**src/rtl/packet_buffer_pkg.sv**
```systemverilog
// Shared types and limits for the lane packet buffer.
// Packets are a 2-byte big-endian length header followed by the payload bytes.
package packet_buffer_pkg;

  localparam int MAX_PACKET_LENGTH = 1518;
  localparam int LEN_HDR_BYTES     = 2;
  localparam int PKT_LEN_WIDTH     = 16;

  typedef enum logic [2:0] {
    IDLE    = 3'd0,
    HDR_HI  = 3'd1,
    HDR_LO  = 3'd2,
    PAYLOAD = 3'd3,
    DISCARD = 3'd4
  } gather_state_e;

endpackage

```
**src/rtl/lane_rr_arbiter.sv**
```systemverilog
// Combinational round-robin pick: the first requesting lane after ptr (mod NUM_LANES).
module lane_rr_arbiter #(
  parameter int NUM_LANES = 8,
  parameter int SEL_W     = 3
) (
  input  logic [NUM_LANES-1:0] req,
  input  logic [SEL_W-1:0]     ptr,
  output logic [SEL_W-1:0]     grant,
  output logic                 any_req
);

  // Scan from farthest to nearest so the closest requester after ptr wins.
  always_comb begin
    grant   = '0;
    any_req = 1'b0;
    for (int k = NUM_LANES; k >= 1; k--) begin
      if (req[SEL_W'((int'(ptr) + k) % NUM_LANES)]) begin
        grant   = SEL_W'((int'(ptr) + k) % NUM_LANES);
        any_req = 1'b1;
      end
    end
  end

endmodule

```
**src/rtl/packet_lane_gather.sv**
```systemverilog
// Drains one whole length-prefixed packet at a time from a chosen byte lane and
// repacks its payload into AXI4-Stream beats (first byte in the LSB lane).
module packet_lane_gather #(
  parameter int AXI_WIDTH          = 64,
  parameter int LANE_WIDTH         = 8,
  parameter int MAX_PACKET_LENGTH  = packet_buffer_pkg::MAX_PACKET_LENGTH,
  localparam int NUM_LANES         = AXI_WIDTH / LANE_WIDTH,
  localparam int BYTES_PER_BEAT    = AXI_WIDTH / 8,
  localparam int SEL_W             = (NUM_LANES > 1) ? $clog2(NUM_LANES) : 1
) (
  input  logic                            clk_i,
  input  logic                            rst_i,
  input  logic [LANE_WIDTH*NUM_LANES-1:0] lane_tdata_i,
  input  logic [NUM_LANES-1:0]            lane_tvalid_i,
  output logic [NUM_LANES-1:0]            lane_tready_o,
  output logic [AXI_WIDTH-1:0]            tdata_o,
  output logic [BYTES_PER_BEAT-1:0]       tkeep_o,
  output logic                            tlast_o,
  output logic                            tvalid_o,
  input  logic                            tready_i,
  output logic [SEL_W-1:0]                lane_sel_o,
  output logic                            len_err_o,
  output logic [2:0]                      state_o
);

  import packet_buffer_pkg::*;

  localparam int CNT_W = (BYTES_PER_BEAT > 1) ? $clog2(BYTES_PER_BEAT) : 1;
  localparam logic [PKT_LEN_WIDTH-1:0] MAX_LEN = PKT_LEN_WIDTH'(MAX_PACKET_LENGTH);

  gather_state_e state, state_next;

  logic [SEL_W-1:0]          ptr;
  logic [SEL_W-1:0]          grant;
  logic                      any_req;
  logic [LANE_WIDTH-1:0]     len_hi;
  logic [PKT_LEN_WIDTH-1:0]  remaining;
  logic [PKT_LEN_WIDTH-1:0]  hdr_len;
  logic [CNT_W-1:0]          cnt;
  logic [AXI_WIDTH-1:0]      acc;
  logic [AXI_WIDTH-1:0]      beat_word;
  logic [BYTES_PER_BEAT-1:0] beat_keep;
  logic [LANE_WIDTH-1:0]     cur_byte;
  logic                      cur_valid;
  logic                      closing;
  logic                      out_free;
  logic                      sel_ready;
  logic                      xfer;

  lane_rr_arbiter #(
    .NUM_LANES (NUM_LANES),
    .SEL_W     (SEL_W)
  ) u_arb (
    .req     (lane_tvalid_i),
    .ptr     (ptr),
    .grant   (grant),
    .any_req (any_req)
  );

  assign state_o   = state;
  assign cur_byte  = lane_tdata_i[int'(lane_sel_o)*LANE_WIDTH +: LANE_WIDTH];
  assign cur_valid = lane_tvalid_i[lane_sel_o];
  assign hdr_len   = PKT_LEN_WIDTH'({len_hi, cur_byte});
  assign closing   = (cnt == CNT_W'(BYTES_PER_BEAT - 1)) || (remaining == 1);
  assign out_free  = !tvalid_o || tready_i;

  // Handshakes: a lane byte moves when lane_tvalid_i[i] && lane_tready_o[i]; an
  // output beat moves when tvalid_o && tready_i. A closing byte is only accepted
  // when the output register is free or draining this same cycle.
  assign sel_ready = (state == HDR_HI) || (state == HDR_LO) || (state == DISCARD) ||
                     ((state == PAYLOAD) && (!closing || out_free));
  assign xfer      = cur_valid && sel_ready;

  always_comb begin
    lane_tready_o             = '0;
    lane_tready_o[lane_sel_o] = sel_ready;
  end

  always_comb begin
    beat_word = acc;
    beat_word[int'(cnt)*LANE_WIDTH +: LANE_WIDTH] = cur_byte;
    beat_keep = '0;
    for (int k = 0; k < BYTES_PER_BEAT; k++) begin
      beat_keep[k] = (k <= int'(cnt));
    end
  end

  always_comb begin
    state_next = state;
    case (state)
      IDLE:    if (any_req) state_next = HDR_HI;
      HDR_HI:  if (xfer) state_next = HDR_LO;
      HDR_LO: begin
        if (xfer) begin
          if (hdr_len == '0)          state_next = IDLE;
          else if (hdr_len > MAX_LEN) state_next = DISCARD;
          else                        state_next = PAYLOAD;
        end
      end
      PAYLOAD: if (xfer && remaining == 1) state_next = IDLE;
      DISCARD: if (xfer && remaining == 1) state_next = IDLE;
      default: state_next = IDLE;
    endcase
  end

  always_ff @(posedge clk_i or posedge rst_i) begin
    if (rst_i) state <= IDLE;
    else       state <= state_next;
  end

  always_ff @(posedge clk_i or posedge rst_i) begin
    if (rst_i) begin
      ptr        <= SEL_W'(NUM_LANES - 1);
      lane_sel_o <= '0;
      len_hi     <= '0;
      remaining  <= '0;
      cnt        <= '0;
      acc        <= '0;
      tdata_o    <= '0;
      tkeep_o    <= '0;
      tlast_o    <= 1'b0;
      tvalid_o   <= 1'b0;
      len_err_o  <= 1'b0;
    end else begin
      len_err_o <= 1'b0;
      if (tvalid_o && tready_i) tvalid_o <= 1'b0;
      case (state)
        IDLE: begin
          if (any_req) begin
            lane_sel_o <= grant;
            ptr        <= grant;
          end
        end
        HDR_HI: if (xfer) len_hi <= cur_byte;
        HDR_LO: begin
          if (xfer) begin
            remaining <= hdr_len;
            cnt       <= '0;
            acc       <= '0;
            if (hdr_len > MAX_LEN) len_err_o <= 1'b1;
          end
        end
        PAYLOAD: begin
          if (xfer) begin
            remaining <= remaining - 1'b1;
            if (closing) begin
              // A load here overrides the drain above, so close+drain has no bubble.
              tdata_o  <= beat_word;
              tkeep_o  <= beat_keep;
              tlast_o  <= (remaining == 1);
              tvalid_o <= 1'b1;
              cnt      <= '0;
              acc      <= '0;
            end else begin
              acc <= beat_word;
              cnt <= cnt + 1'b1;
            end
          end
        end
        DISCARD: if (xfer) remaining <= remaining - 1'b1;
        default: ;
      endcase
    end
  end

endmodule
```
**config.mk**
```make
export PLATFORM = sky130hd
export DESIGN_NAME = packet_lane_gather
export DESIGN_NICKNAME = d
export VERILOG_FILES = /design/src/rtl/packet_buffer_pkg.sv /design/src/rtl/lane_rr_arbiter.sv /design/src/rtl/packet_lane_gather.sv
export SDC_FILE = /design/constraint.sdc
export NUM_CORES = 1
export LEC_CHECK = 0
export CAP_MARGIN = 20
export CORE_ASPECT_RATIO = 1.4
export CORE_UTILIZATION = 41
export DETAILED_ROUTE_END_ITERATION = 10
export PLACE_DENSITY = 0.69
export SLEW_MARGIN = 20
export SYNTH_ARGS = -nofsm -noshare
export SYNTH_HDL_FRONTEND = slang
export SYNTH_SLANG_ARGS = --single-unit
export TNS_END_PERCENT = 1
```
**constraint.sdc**
```tcl
create_clock -name clk_i -period 7.5 [get_ports clk_i]
set_clock_uncertainty 0.05 [all_clocks]
set_input_delay 2.25 -clock clk_i [delete_from_list [all_inputs] [get_ports clk_i]]
set_output_delay 2.25 -clock clk_i [all_outputs]
set_load 0.05 [all_outputs]
```
==> flow_summary_export.csv <==
group,metric,value,unit
run_status,outcome,"finished clean",
power_and_ir_drop,leakagePower,4.87,nW
yosys,yosys_register_bits,175,
drt,first_pass_iters,5,
worst_setup_path,cp-end-kind,"output port",
grt,met2_usage,35.9,%
cts,h-tree-depth,4,
timing,min_period,6.77,ns
cts,cts_buffer_depth,2,
timing,fin_setup_tns,0,ns
cts,cts_sinks,175,
placement,port_buffers,163,
worst_setup_path,required,5.20,ns
placement,dp_hpwl,17.1,mm
job,drv_cap,0,
die,pin_count,164,
yosys,syn_inst,1043,
grt,grt_usage,21.2,%
grt,grt_overflow_total,0,
timing,fmax,0.148,GHz
finish,final_area,11900,µm²
cts,clk_pin_slew_worst_paths,0.06,ns
grt,grt_pass1_vias,7632,
yosys,seq_area_frac_synth,46.5,%
yosys,yosysMostFrequentCell,"nand2_1",
placement,dp.cells,1458,
yosys,synth_area_per_cell,9.04,µm²
die,die_w,130,µm
worst_setup_path,worstSetupStartpointType,"input port",
yosys,synthFlopType,"dfrtp_1",
worst_setup_path,critPathArrivalTime,4.47,ns
yosys,synth_enable_flop_cells,0,
cts,ctsHoldBuffers,0,
grt,antenna_found_initial,0,
placement,place_congestion,0.817,
power_and_ir_drop,vdd_drop_max,0.255,mV
grt,grt_first_pass_wirelength,39.4,mm
drt,ant_nets,0,
hold_path,holdPathStages,1,
yosys,async_flop_share,100,%
worst_setup_path,rr_worst_depth,8,
worst_setup_path,crit_type,"input port to output port",
timing,tightest_slew,0.991,ns
cts,ctsResizeCount,0,
cts,cts_made_buffers,17,
yosys,syn_nets,1128,
yosys,synthTopCellsByArea,"dfrtp_1 46%, o21ai_0 9.7%, nand2_1 7.8%",
drt,post-route-drc-count,0,
cts,postCtsSetupRepairBufs,0,
drt,vias,8075,
finish,diodes,0,
yosys,yosys.area.top_type,"dfrtp_1",
die,fp.coreArea,22500,µm²
grt,grt.busiest_layer,"met2",
finish,drive_above_1_share,8.32,%
cts,insertion_delay,0.44,ns
drt,wl_per_cell,16.2,µm
timing,hold_viol_final,0,
timing,finalSetupViolCount,0,
timing,slew_headroom,33.7,%
yosys,synth_top_area_share,45.6,%
die,die_y,181,µm
die,rows,65,
grt,grt_max_degree,107,
die,dieArea,23600,µm²
grt,use_met1,27.0,%
timing,drv_slew,0,
yosys,yosysWarnings,0,
timing,period_share,90.2,%
cts,cts_tree,"yes",
yosys,ys_types,70,
yosys,syn-cell-area,9430,µm²
finish,nets,1262,
finish,finalNonFillerCells,1491,
power_and_ir_drop,power_density,397,nW/µm²
timing,rsz0062_at_grt,"no",
die,initial_core_util,41.9,%
placement,place_area,11200,µm²
drt,first_iter_violations,548,
worst_setup_path,cp_max_fo,6,
cts,root_buffer,"clkbuf_16",
drt,vias_per_cell,5.42,
grt,use_met3,3.77,%
drt,drt_wl_total,24.1,mm
hold_path,hold_class,"flop to flop",
finish,syn2layout_area_growth,25.9,%
yosys,synth_commonest_cells,"195 x nand2_1, 182 x o21ai_0, 172 x dfrtp_1",
==> metrics by stage <==
stage / total power, mW / setup WS, ns / hold WS [ns] / util [%]
2_1_floorplan: 3.12 / 0.460 / 0.395 / -
3_3_place_gp: 3.75 / 0.763 / 0.398 / 49.8
3_5_place_dp: 3.79 / 0.721 / 0.405 / 49.8
4_1_cts: 4.73 / 0.721 / 0.421 / 52.6
5_1_grt: 5.03 / 0.610 / 0.444 / 52.7
6_report: 4.71 / 0.732 / 0.414 / 52.7
==> layout make-up <==
cell class	instances	area (µm²)
Multi-Input combinational cell	785	4650
Clock buffer	20	467
Sequential cell	175	4380
Clock inverter	12	155
Fill cell	2073	10700
Timing Repair Buffer	178	1760
Inverter	20	80.1
Tap cell	301	377
==> worst paths after layout <==
kind	endpoint	slack (ns)	startpoint
max	lane_tready_o[1]	0.73	tready_i
min	tkeep_o[0]	0.41	tkeep_o[0]
max reg2reg	ptr[1]	4.04	ptr[1]
min reg2reg	tkeep_o[0]	0.41	tkeep_o[0]
max in group asynchronous	len_hi[7]	3.71	rst_i
min in group asynchronous	acc[44]	2.29	rst_i
==> layout by cell type, fill, tap and decap left out, types with 5 or more instances in the layout <==
master and count:
nand2b_1 21, mux4_2 22, a22oi_1 6, nand3b_1 6, o21ai_0 182, or2_2 6, mux2i_1 38, clkbuf_16 17
a21oi_1 70, inv_1 16, a31oi_1 7, o21ai_1 8, dfrtp_1 172, clkdlybuf4s50_1 163, or4_1 5, nand2_1 195
nand3_1 13, nor3_1 20, buf_4 14, and3_1 7, ha_1 10, nor2_1 87
==> power by group <==
part           switching (mW)  internal (mW)  leakage [nW]
sequential              0.212           1.15          2.37
clock                   0.376          0.553         0.303
combinational            1.54          0.877          2.19
total                    2.13           2.58          4.87
==> sequential cells by signal, indices dropped and copies added (netlist names) <==
| register | cells |
|---|---|
| acc | 64 |
| cnt | 3 |
| lane_sel_o | 3 |
| len_err_o | 1 |
| len_hi | 8 |
| ptr | 3 |
| remaining | 16 |
| state_o | 3 |
| tdata_o | 64 |
| tkeep_o | 8 |
| tlast_o | 1 |
| tvalid_o | 1 |
==> cells by family after synthesis <==
| family | count (synthesis) | share of synthesized area, % |
|---|---|---|
| adder cells (fa/ha/maj) | 10 | 1.33 |
| flip-flops | 175 | 46.5 |
| AND/OR/NAND/NOR | 382 | 18.2 |
| XOR/XNOR | 4 | 0.371 |
| multiplexers | 66 | 10.0 |
| buffers and inverters | 83 | 4.26 |
| AO/OA/AOI/OAI | 323 | 19.3 |
==> worst max-delay path, cell delays in order <==
cell and delay, ns:
clkdlybuf4s50_1 0.46, nand3b_1 0.17, o211ai_1 0.14, a21o_2 0.25
nand2b_1 0.20, nor3_1 0.16, clkdlybuf4s50_1 0.83
==> per-layer routing <==
layer	routed length (µm)	part of all wire [%]	vias up
met5	0	0	-
met2	12200	51	209
met4	506	2.1	0
met1	10300	43	3869
li1	-	-	3964
met3	1090	4.5	33
(Power assumes the default switching activity.)
